<file path="config.mk">
export PLATFORM = sky130hd
export DESIGN_NAME = butterfly_pipe_flat
export DESIGN_NICKNAME = d
export VERILOG_FILES = /design/src/rtl/butterfly_pipe_if.sv /design/src/rtl/butterfly_pipe.sv /design/src/flat_wrapper.sv
export SDC_FILE = /design/constraint.sdc
export NUM_CORES = 1
export LEC_CHECK = 0
export ABC_AREA = 1
export ABC_CLOCK_PERIOD_IN_PS = 3200
export CAP_MARGIN = 20
export CORE_MARGIN = 2
export CORE_UTILIZATION = 50
export DETAILED_ROUTE_END_ITERATION = 8
export GPL_TIMING_DRIVEN = 0
export HOLD_SLACK_MARGIN = 0.05
export PLACE_DENSITY_LB_ADDON = 0.25
export SLEW_MARGIN = 20
export SYNTH_ARGS = -nofsm -noshare
export SYNTH_HDL_FRONTEND = slang
export SYNTH_SLANG_ARGS = --single-unit
</file>
<file path="constraint.sdc">
create_clock -name i_clk -period 3.2 [get_ports i_clk]
set_clock_uncertainty 0.1 [all_clocks]
set_input_delay 0.8 -clock i_clk [delete_from_list [all_inputs] [get_ports i_clk]]
set_output_delay 0.8 -clock i_clk [all_outputs]
set_load 0.01 [all_outputs]
</file>
<file path="src/rtl/butterfly_pipe_if.sv">
// Handshake and data bundle between the twiddle rotator, the butterfly and the
// stage memory. The butterfly takes the slave view; its driver takes the master view.
interface butterfly_pipe_if #(
    parameter int DATA_W = 32,
    parameter int CNT_W  = 16
);
    // input side
    logic              i_valid;
    logic              o_ready;
    logic              i_scale;
    logic              i_sat;
    logic [DATA_W-1:0] i_A_real;
    logic [DATA_W-1:0] i_A_imag;
    logic [DATA_W-1:0] i_B_real;
    logic [DATA_W-1:0] i_B_imag;

    // output side
    logic              o_valid;
    logic              i_ready;
    logic [DATA_W-1:0] o_A_new_real;
    logic [DATA_W-1:0] o_A_new_imag;
    logic [DATA_W-1:0] o_B_new_real;
    logic [DATA_W-1:0] o_B_new_imag;

    // status
    logic              o_ovf;
    logic              i_ovf_clr;
    logic [CNT_W-1:0]  o_beat_cnt;

    modport slave (
        input  i_valid, i_scale, i_sat, i_A_real, i_A_imag, i_B_real, i_B_imag,
        output o_ready,
        output o_valid, o_A_new_real, o_A_new_imag, o_B_new_real, o_B_new_imag,
        input  i_ready,
        output o_ovf, o_beat_cnt,
        input  i_ovf_clr
    );

    modport master (
        output i_valid, i_scale, i_sat, i_A_real, i_A_imag, i_B_real, i_B_imag,
        input  o_ready,
        input  o_valid, o_A_new_real, o_A_new_imag, o_B_new_real, o_B_new_imag,
        output i_ready,
        input  o_ovf, o_beat_cnt,
        output i_ovf_clr
    );
endinterface

</file>
<file path="src/rtl/butterfly_pipe.sv">
// Radix-2 butterfly: A' = A + B, B' = A - B on complex fixed point operands.
// Two register stages (wide sum/diff, then scale/saturate/wrap) with a
// valid/ready handshake, per-beat mode bits, sticky overflow and a beat counter.

// One output lane: reduces a DATA_W+1 bit sum/diff to DATA_W bits.
module butterfly_lane #(
    parameter int DATA_W = 32
) (
    input  logic [DATA_W:0]   x,
    input  logic              scale,
    input  logic              sat,
    output logic [DATA_W-1:0] y,
    output logic              ovf
);
    localparam logic [DATA_W-1:0] MAX_V = {1'b0, {(DATA_W-1){1'b1}}};
    localparam logic [DATA_W-1:0] MIN_V = {1'b1, {(DATA_W-1){1'b0}}};

    // (x + 1) >>> 1 written as (x >>> 1) + x[0]: same value, no spare LSB
    logic [DATA_W:0] rnd;
    logic            out_of_range;

    assign rnd          = {x[DATA_W], x[DATA_W:1]} + {{DATA_W{1'b0}}, x[0]};
    assign out_of_range = x[DATA_W] ^ x[DATA_W-1];

    // select scaled, saturated or wrapped result for this lane
    always_comb begin
        y   = x[DATA_W-1:0];
        ovf = 1'b0;
        if (scale) begin
            // Only a difference of (max - min) rounds up to +2^(DATA_W-1);
            // pin it to the positive bound instead of letting it flip sign.
            // Scaled beats never report overflow.
            if (rnd[DATA_W] != rnd[DATA_W-1]) begin
                y = MAX_V;
            end else begin
                y = rnd[DATA_W-1:0];
            end
        end else if (out_of_range) begin
            ovf = 1'b1;
            if (sat) begin
                y = x[DATA_W] ? MIN_V : MAX_V;
            end
        end
    end
endmodule

module butterfly_pipe #(
    parameter int DATA_W = 32,
    parameter int CNT_W  = 16
) (
    input  logic           i_clk,
    input  logic           i_reset,
    butterfly_pipe_if.slave bus
);
    localparam int NUM_LANES = 4;  // 0: sum_r, 1: sum_i, 2: dif_r, 3: dif_i
    localparam int STAGES    = 2;

    typedef struct packed {
        logic scale;
        logic sat;
    } mode_t;

    // pipeline control
    logic [STAGES:1] vld_pipe;
    logic            en1;
    logic            en2;
    logic            accept;
    logic            handoff;

    // stage 0 (combinational) operands and lanes
    logic [DATA_W:0]                   a_r;
    logic [DATA_W:0]                   a_i;
    logic [DATA_W:0]                   b_r;
    logic [DATA_W:0]                   b_i;
    logic [NUM_LANES-1:0][DATA_W:0]    s0_lane;
    mode_t                             s0_mode;

    // stage 1 registers
    logic [NUM_LANES-1:0][DATA_W:0]    s1_lane;
    mode_t                             s1_mode;

    // stage 2 datapath and registers
    logic [NUM_LANES-1:0][DATA_W-1:0]  lane_y;
    logic [NUM_LANES-1:0]              lane_ovf;
    logic [NUM_LANES-1:0][DATA_W-1:0]  s2_lane;
    logic                              ovf_set;
    logic                              ovf_q;
    logic [CNT_W-1:0]                  cnt_q;

    // A stage may load when it is empty or its contents move on this cycle;
    // o_ready follows i_ready combinationally so a full pipe streams at 1/cycle.
    assign en2     = ~vld_pipe[2] | bus.i_ready;
    assign en1     = ~vld_pipe[1] | en2;
    assign accept  = bus.i_valid & en1;
    assign handoff = vld_pipe[2] & bus.i_ready;

    // sign-extend by one bit so sum/diff cannot wrap in stage 1
    assign a_r = {bus.i_A_real[DATA_W-1], bus.i_A_real};
    assign a_i = {bus.i_A_imag[DATA_W-1], bus.i_A_imag};
    assign b_r = {bus.i_B_real[DATA_W-1], bus.i_B_real};
    assign b_i = {bus.i_B_imag[DATA_W-1], bus.i_B_imag};

    assign s0_lane[0]    = a_r + b_r;
    assign s0_lane[1]    = a_i + b_i;
    assign s0_lane[2]    = a_r - b_r;
    assign s0_lane[3]    = a_i - b_i;
    assign s0_mode.scale = bus.i_scale;
    assign s0_mode.sat   = bus.i_sat;

    // valid shift register; each bit advances only when its stage is enabled
    always_ff @(posedge i_clk) begin
        if (i_reset) begin
            vld_pipe <= '0;
        end else begin
            if (en1) vld_pipe[1] <= accept;
            if (en2) vld_pipe[2] <= vld_pipe[1];
        end
    end

    // stage 1: capture wide lanes and the beat's mode bits
    always_ff @(posedge i_clk) begin
        if (i_reset) begin
            s1_lane <= '0;
            s1_mode <= '0;
        end else if (en1) begin
            s1_lane <= s0_lane;
            s1_mode <= s0_mode;
        end
    end

    // per-lane reduction to DATA_W bits
    for (genvar l = 0; l < NUM_LANES; l++) begin : g_lane
        butterfly_lane #(
            .DATA_W (DATA_W)
        ) lane_u (
            .x     (s1_lane[l]),
            .scale (s1_mode.scale),
            .sat   (s1_mode.sat),
            .y     (lane_y[l]),
            .ovf   (lane_ovf[l])
        );
    end

    // stage 2: result registers hold while the output is stalled
    always_ff @(posedge i_clk) begin
        if (i_reset) begin
            s2_lane <= '0;
        end else if (en2) begin
            s2_lane <= lane_y;
        end
    end

    // Only a real beat moving into stage 2 may raise the flag, so garbage
    // captured on idle cycles never reaches it. A set beats a same-cycle clear.
    assign ovf_set = vld_pipe[1] & en2 & (|lane_ovf);

    // sticky overflow flag
    always_ff @(posedge i_clk) begin
        if (i_reset) begin
            ovf_q <= 1'b0;
        end else begin
            ovf_q <= ovf_set | (ovf_q & ~bus.i_ovf_clr);
        end
    end

    // count output handshakes, wrapping naturally
    always_ff @(posedge i_clk) begin
        if (i_reset) begin
            cnt_q <= '0;
        end else if (handoff) begin
            cnt_q <= cnt_q + {{(CNT_W-1){1'b0}}, 1'b1};
        end
    end

    assign bus.o_ready      = en1;
    assign bus.o_valid      = vld_pipe[2];
    assign bus.o_A_new_real = s2_lane[0];
    assign bus.o_A_new_imag = s2_lane[1];
    assign bus.o_B_new_real = s2_lane[2];
    assign bus.o_B_new_imag = s2_lane[3];
    assign bus.o_ovf        = ovf_q;
    assign bus.o_beat_cnt   = cnt_q;
endmodule
</file>
<file path="src/flat_wrapper.sv">
// flat-port wrapper written by rule: the top's interface ports become plain ports
module butterfly_pipe_flat 
#(
    parameter int DATA_W = 32,
    parameter int CNT_W  = 16
)
  (i_clk, i_reset, bus_i_valid, bus_i_scale, bus_i_sat, bus_i_A_real, bus_i_A_imag, bus_i_B_real, bus_i_B_imag, bus_o_ready, bus_o_valid, bus_o_A_new_real, bus_o_A_new_imag, bus_o_B_new_real, bus_o_B_new_imag, bus_i_ready, bus_o_ovf, bus_o_beat_cnt, bus_i_ovf_clr);
  butterfly_pipe_if #(.DATA_W(DATA_W), .CNT_W(CNT_W)) bus_i ();
  input  logic i_clk;
  input  logic i_reset;
  input wire logic [$bits(bus_i.i_valid)-1:0] bus_i_valid;
  input wire logic [$bits(bus_i.i_scale)-1:0] bus_i_scale;
  input wire logic [$bits(bus_i.i_sat)-1:0] bus_i_sat;
  input wire logic [$bits(bus_i.i_A_real)-1:0] bus_i_A_real;
  input wire logic [$bits(bus_i.i_A_imag)-1:0] bus_i_A_imag;
  input wire logic [$bits(bus_i.i_B_real)-1:0] bus_i_B_real;
  input wire logic [$bits(bus_i.i_B_imag)-1:0] bus_i_B_imag;
  output wire logic [$bits(bus_i.o_ready)-1:0] bus_o_ready;
  output wire logic [$bits(bus_i.o_valid)-1:0] bus_o_valid;
  output wire logic [$bits(bus_i.o_A_new_real)-1:0] bus_o_A_new_real;
  output wire logic [$bits(bus_i.o_A_new_imag)-1:0] bus_o_A_new_imag;
  output wire logic [$bits(bus_i.o_B_new_real)-1:0] bus_o_B_new_real;
  output wire logic [$bits(bus_i.o_B_new_imag)-1:0] bus_o_B_new_imag;
  input wire logic [$bits(bus_i.i_ready)-1:0] bus_i_ready;
  output wire logic [$bits(bus_i.o_ovf)-1:0] bus_o_ovf;
  output wire logic [$bits(bus_i.o_beat_cnt)-1:0] bus_o_beat_cnt;
  input wire logic [$bits(bus_i.i_ovf_clr)-1:0] bus_i_ovf_clr;
  assign bus_i.i_valid = bus_i_valid;
  assign bus_i.i_scale = bus_i_scale;
  assign bus_i.i_sat = bus_i_sat;
  assign bus_i.i_A_real = bus_i_A_real;
  assign bus_i.i_A_imag = bus_i_A_imag;
  assign bus_i.i_B_real = bus_i_B_real;
  assign bus_i.i_B_imag = bus_i_B_imag;
  assign bus_o_ready = bus_i.o_ready;
  assign bus_o_valid = bus_i.o_valid;
  assign bus_o_A_new_real = bus_i.o_A_new_real;
  assign bus_o_A_new_imag = bus_i.o_A_new_imag;
  assign bus_o_B_new_real = bus_i.o_B_new_real;
  assign bus_o_B_new_imag = bus_i.o_B_new_imag;
  assign bus_i.i_ready = bus_i_ready;
  assign bus_o_ovf = bus_i.o_ovf;
  assign bus_o_beat_cnt = bus_i.o_beat_cnt;
  assign bus_i.i_ovf_clr = bus_i_ovf_clr;
  butterfly_pipe #(.DATA_W(DATA_W), .CNT_W(CNT_W)) u_core (.i_clk(i_clk), .i_reset(i_reset), .bus(bus_i));
endmodule
</file>
==> results.txt <==
----------------------------------------------------
[Run status]
  Outcome ... finished, final reports clean

[Detailed routing]
  Number of detailed-route iterations in the first pass ... 6
  Starting DRC count in detailed routing ... 3848
  Met2 Routed Length ... 38800 um
  Mean number of vias per cell ... 5.38
  Drc violations ... 0
  Routed Antenna Nets ... 0
  DR WL met3 ... 11600 um
  Vias post-DR ... 29100
  Total wirelength of the detailed-routed design ... 96900 um
  Highest routed layer ... met5
  Wire length per cell ... 17.9 um
  Met1 layer wirelength in the final routing ... 44700 um

[Yosys]
  Number of distinct library cell variants in the gate-level netlist after synthesis ... 39
  Cell types occupying the most area after synthesis ... dfxtp_1, nand2_1, inv_1, o21ai_0, a21oi_1
  Synthesized instance count ... 4386
  Cell type contributing the most total cell area after synthesis ... dfxtp_1
  Top FF cell, synth ... dfxtp_1
  Count of synthesis-stage warnings from yosys ... 0
  Count of state elements after synthesis ... 279
  Top cell type's share of synthesized area ... 0.225
  Number of enable-type register cells in the synthesized netlist ... 0
  Number of nets in the synthesized netlist ... 4670
  Synthesized cell area ... 24800 sq um
  Mean post-synth cell area ... 5.66 sq um
  Async set-reset flop share out of synthesis ... 0
  Register area share after synthesis ... 0.225

[Floorplanning]
  I/O pin cnt ... 282
  Number of placement rows ... 81
  Die height ... 227 um
  X dimension of the die ... 227 um
  Starting utilization of the core area ... 0.507
  Total core area ... 49000 sq um
  Die Footprint ... 51400 sq um

[Clock tree]
  Master cell of the clock root buffer ... clkbuf_16
  Hold-fix buffers, CTS ... 0
  Total CTS buffers ... 34
  Worst skew pair latency ... 560 ps
  CTS Sinks ... 279
  Clock tree from TritonCTS ... yes
  Clock transition at path regs ... 50 ps
  H-Tree Level Count ... 2
  Clock buffer depth ... 3

[Power and ir drop]
  Sequential cell fraction of total power ... 0.336
  Worst IR drop on VDD ... 369 uV
  Switching Fraction ... 0.381
  Total power of the final layout ... 12900 uW
  Cell area power density ... 425 nW/um^2
  Static Leak ... 0.0158 uW
  Logic pwr share ... 0.350
  Psw ... 4920 uW
  Power Internal ... 8000 uW
  Clock share of power ... 0.314

[Worst setup path]
  Category of the most critical setup path ... reg2reg
  Library cell contributing the largest single delay on the critical path ... dfxtp_4
  Largest delay contributor family on the critical path ... simple AND/OR/NAND/NOR gates
  CP dominant cell by count ... nor2_4
  R2R depth ... 19
  Worst path bufs/invs ... 4
  End of the worst register-to-register path ... u_core.bus.o_B_new_imag[4]
  Category of the worst setup path launch point ... register
  Cells traversed along the worst timing path ... ha_4, ha_1, nand2_1, nor2_4, nand2_4, inv_2, nand2_4, nor2_4, nand2_2, nor2_4, xor2_1, inv_1, ha_4, nor2_4, buf_12, buf_8, o21ai_0, o21ai_1, a21oi_1
  Startpoint of the worst register-to-register path ... u_core.s1_lane[99]
  Maximum single-stage delay on the critical path ... 450 ps
  Critical path fanouts, max ... 6
  Required time worst endpoint ... 3520 ps
  Register-to-register path setup slack ... 80 ps
  Data arrival time of the critical path ... 3430 ps
  Setup crit end kind ... register

[GRT]
  Overall overflow remaining after global route ... 0
  Initial antenna violation count ... 5
  Via count of the first global-routing pass ... 25300
  Global-route wire length before repair ... 144000 um
  Combined global-route utilization of all metal layers ... 0.365
  Maximum number of pins on one net before global-route repair ... 17

[Hold path]
  Tightest Hold Check Type ... reg2reg
  Startpoint of the tightest hold check path ... u_core.bus.o_ovf
  Hold Path Sink ... u_core.bus.o_ovf
  Hold Crit Depth ... 2

[STA]
  Least-Margin Pin Slew ... 1110 ps
  Final critical path time including I/O delays and setup ... 3120 ps
  Achievable frequency ... 321 MHz
  Number of failing hold endpoints at the final stage ... 0
  Max-slew headroom ... 0.261
  Tcrit/Tclk final ... 0.974
  Setup repair after global routing missed its margin ... true
  Total count of max-transition violations in the final report ... 0
  Setup TNS Final ... 0 ps
  Final setup vio count ... 0

[Finish]
  Final #Nets ... 5017
  Layout Area Growth over Synthesis ... 22.5%
  Share of post-route cells with drive strength above 1 ... 0.0570

[Place]
  Final HPWL from detailed placement ... 78600 um
  Number of input and output port buffers inserted ... 280
  Gpl congestion ... 1.03

[Run]
  Reported max-cap violation count ... 0

----------------------------------------------------
[kinds of logic after synthesis]
logic type | count (synthesis) | share of synthesized area
fa+ha+maj | 149 | 0.0764
simple gates | 1999 | 0.336
xor+xnor | 76 | 0.0268
flops | 279 | 0.225
compound gates | 848 | 0.175
buf+inv | 1035 | 0.160
[cells in the final DEF, fill, tap and decap left out, drive strengths merged, types with 2 or more instances in the layout]
cell type / n
nand2: 1233
clkinvlp: 6
o21a: 3
inv: 857
clkdlybuf4s50: 278
nand3: 280
nor3: 79
o31ai: 5
nor4: 3
nor2: 337
nand3b: 7
and2: 10
and3: 2
a21oi: 365
o21ai: 441
ha: 145
fa: 4
a31oi: 4
bufinv: 5
dfxtp: 279
nand4: 47
xor2: 70
xnor2: 6
o211ai: 16
buf: 110
o21bai: 12
dlygate4sd2: 2
clkinv: 6
clkbuf: 137
[cells in the mapped netlist, types with 2 or more instances]
| library cell | n |
|---|---|
| clkinv_1 | 3 |
| nand4_1 | 47 |
| o31ai_1 | 5 |
| inv_2 | 2 |
| buf_1 | 6 |
| o21ai_1 | 10 |
| nor4_1 | 3 |
| xor2_1 | 70 |
| o21ai_0 | 431 |
| a21oi_1 | 365 |
| nand3b_1 | 6 |
| o21bai_1 | 12 |
| nor2_1 | 316 |
| and3_1 | 2 |
| xnor2_1 | 6 |
| a31oi_1 | 4 |
| o21a_1 | 3 |
| o211ai_1 | 16 |
| nor2_4 | 7 |
| buf_2 | 75 |
| nand2_1 | 1226 |
| inv_1 | 856 |
| and2_1 | 10 |
| fa_1 | 4 |
| nand3_2 | 4 |
| nor2_2 | 14 |
| nand3_1 | 276 |
| nor3_2 | 4 |
| ha_1 | 145 |
| nand2_2 | 6 |
| nor3_1 | 72 |
| dfxtp_1 | 279 |
| clkbuf_1 | 93 |
| nor3_4 | 3 |
[sequential cells by signal (all words and copies together) (netlist names)]
| register | flops |
|---|---|
| u_core.bus.o_A_new_imag | 32 |
| u_core.vld_pipe | 2 |
| u_core.bus.o_beat_cnt | 16 |
| u_core.bus.o_ovf | 1 |
| u_core.s1_lane | 130 |
| u_core.bus.o_B_new_imag | 32 |
| u_core.s1_mode | 2 |
| u_core.bus.o_B_new_real | 32 |
| u_core.bus.o_A_new_real | 32 |
[how the worst max path moves through the flow]
stage                                  endpoint  slack (ps)          startpoint  cells past startpoint
global route        u_core.bus.o_B_new_real[16]         -90  u_core.s1_lane[66]                     15
finish               u_core.bus.o_B_new_imag[4]          80  u_core.s1_lane[99]                     19
detailed placement                  bus_o_ready       -1230         bus_i_ready                      8
CTS                  u_core.bus.o_A_new_imag[6]           2  u_core.s1_lane[99]                     17
global placement                    bus_o_ready       -1240         bus_i_ready                      8
floorplan           u_core.bus.o_B_new_real[13]         260  u_core.s1_lane[66]                     16
[power by group through the flow]
stage | Sequential [uW] | Clock, uW | Combinational, uW
final | 4340 | 4050 | 4520
after global routing | 4380 | 4210 | 4950
after global placement | 4380 | 0 | 4220
after CTS | 4310 | 4060 | 4340
after detailed placement | 4370 | 0 | 4240
after floorplan | 4350 | 0 | 2410
[metrics by stage]
stage | setup WS [ps] | utilization | hold slack (ps) | cells | cell area, sq um
final | 84.3 | 0.621 | 370 | 5417 | 30400
after global routing | -92.2 | 0.621 | 398 | 5416 | 30400
after CTS | 2.17 | 0.612 | 367 | 5398 | 30000
after detailed placement | -1230 | 0.581 | 360 | 5330 | 28400
after global placement | -1240 | 0.581 | 357 | 5330 | 28400
after floorplan | 255 | - | 382 | 4386 | 24800
[worst reg2reg max path, delay by kind of cell, from the launching register on]
family | cells | cell delay (ps)
buffers and inverters | 4 | 440
adder cells (fa/ha/maj) | 3 | 600
flip-flops | 1 | 450
XOR/XNOR | 1 | 150
AO/OA/AOI/OAI | 3 | 340
AND/OR/NAND/NOR | 8 | 910
[final cells by class]
| type | count | area [sq um] |
|---|---|---|
| Tap cell | 664 | 831 |
| Clock buffer | 43 | 936 |
| Buffer | 173 | 815 |
| Inverter | 861 | 3260 |
| Sequential cell | 279 | 5600 |
| Fill cell | 4988 | 18600 |
| Antenna cell | 1 | 2.50 |
| Timing Repair inverter | 1 | 7.51 |
| Timing Repair Buffer | 311 | 3060 |
| Multi-Input combinational cell | 3072 | 15700 |
| Clock inverter | 12 | 215 |
[routing by layer]
| layer | global-route usage | vias up |
|---|---|---|
| met1 | 0.546 | 13100 |
| met4 | 0.0794 | 4 |
| met2 | 0.525 | 1499 |
| met3 | 0.0838 | 132 |
| met5 | 0 | - |
| li1 | - | 14400 |
[repair_timing]
| action | in CTS | in global routing |
|---|---|---|
| gates resized for setup | 97 | 63 |
| endpoints found under the setup margin | 127 | 121 |
| cloned | 3 | 0 |
| setup buffers | 11 | 18 |
| pin swaps | 14 | 33 |
(Power assumes the default switching activity.)
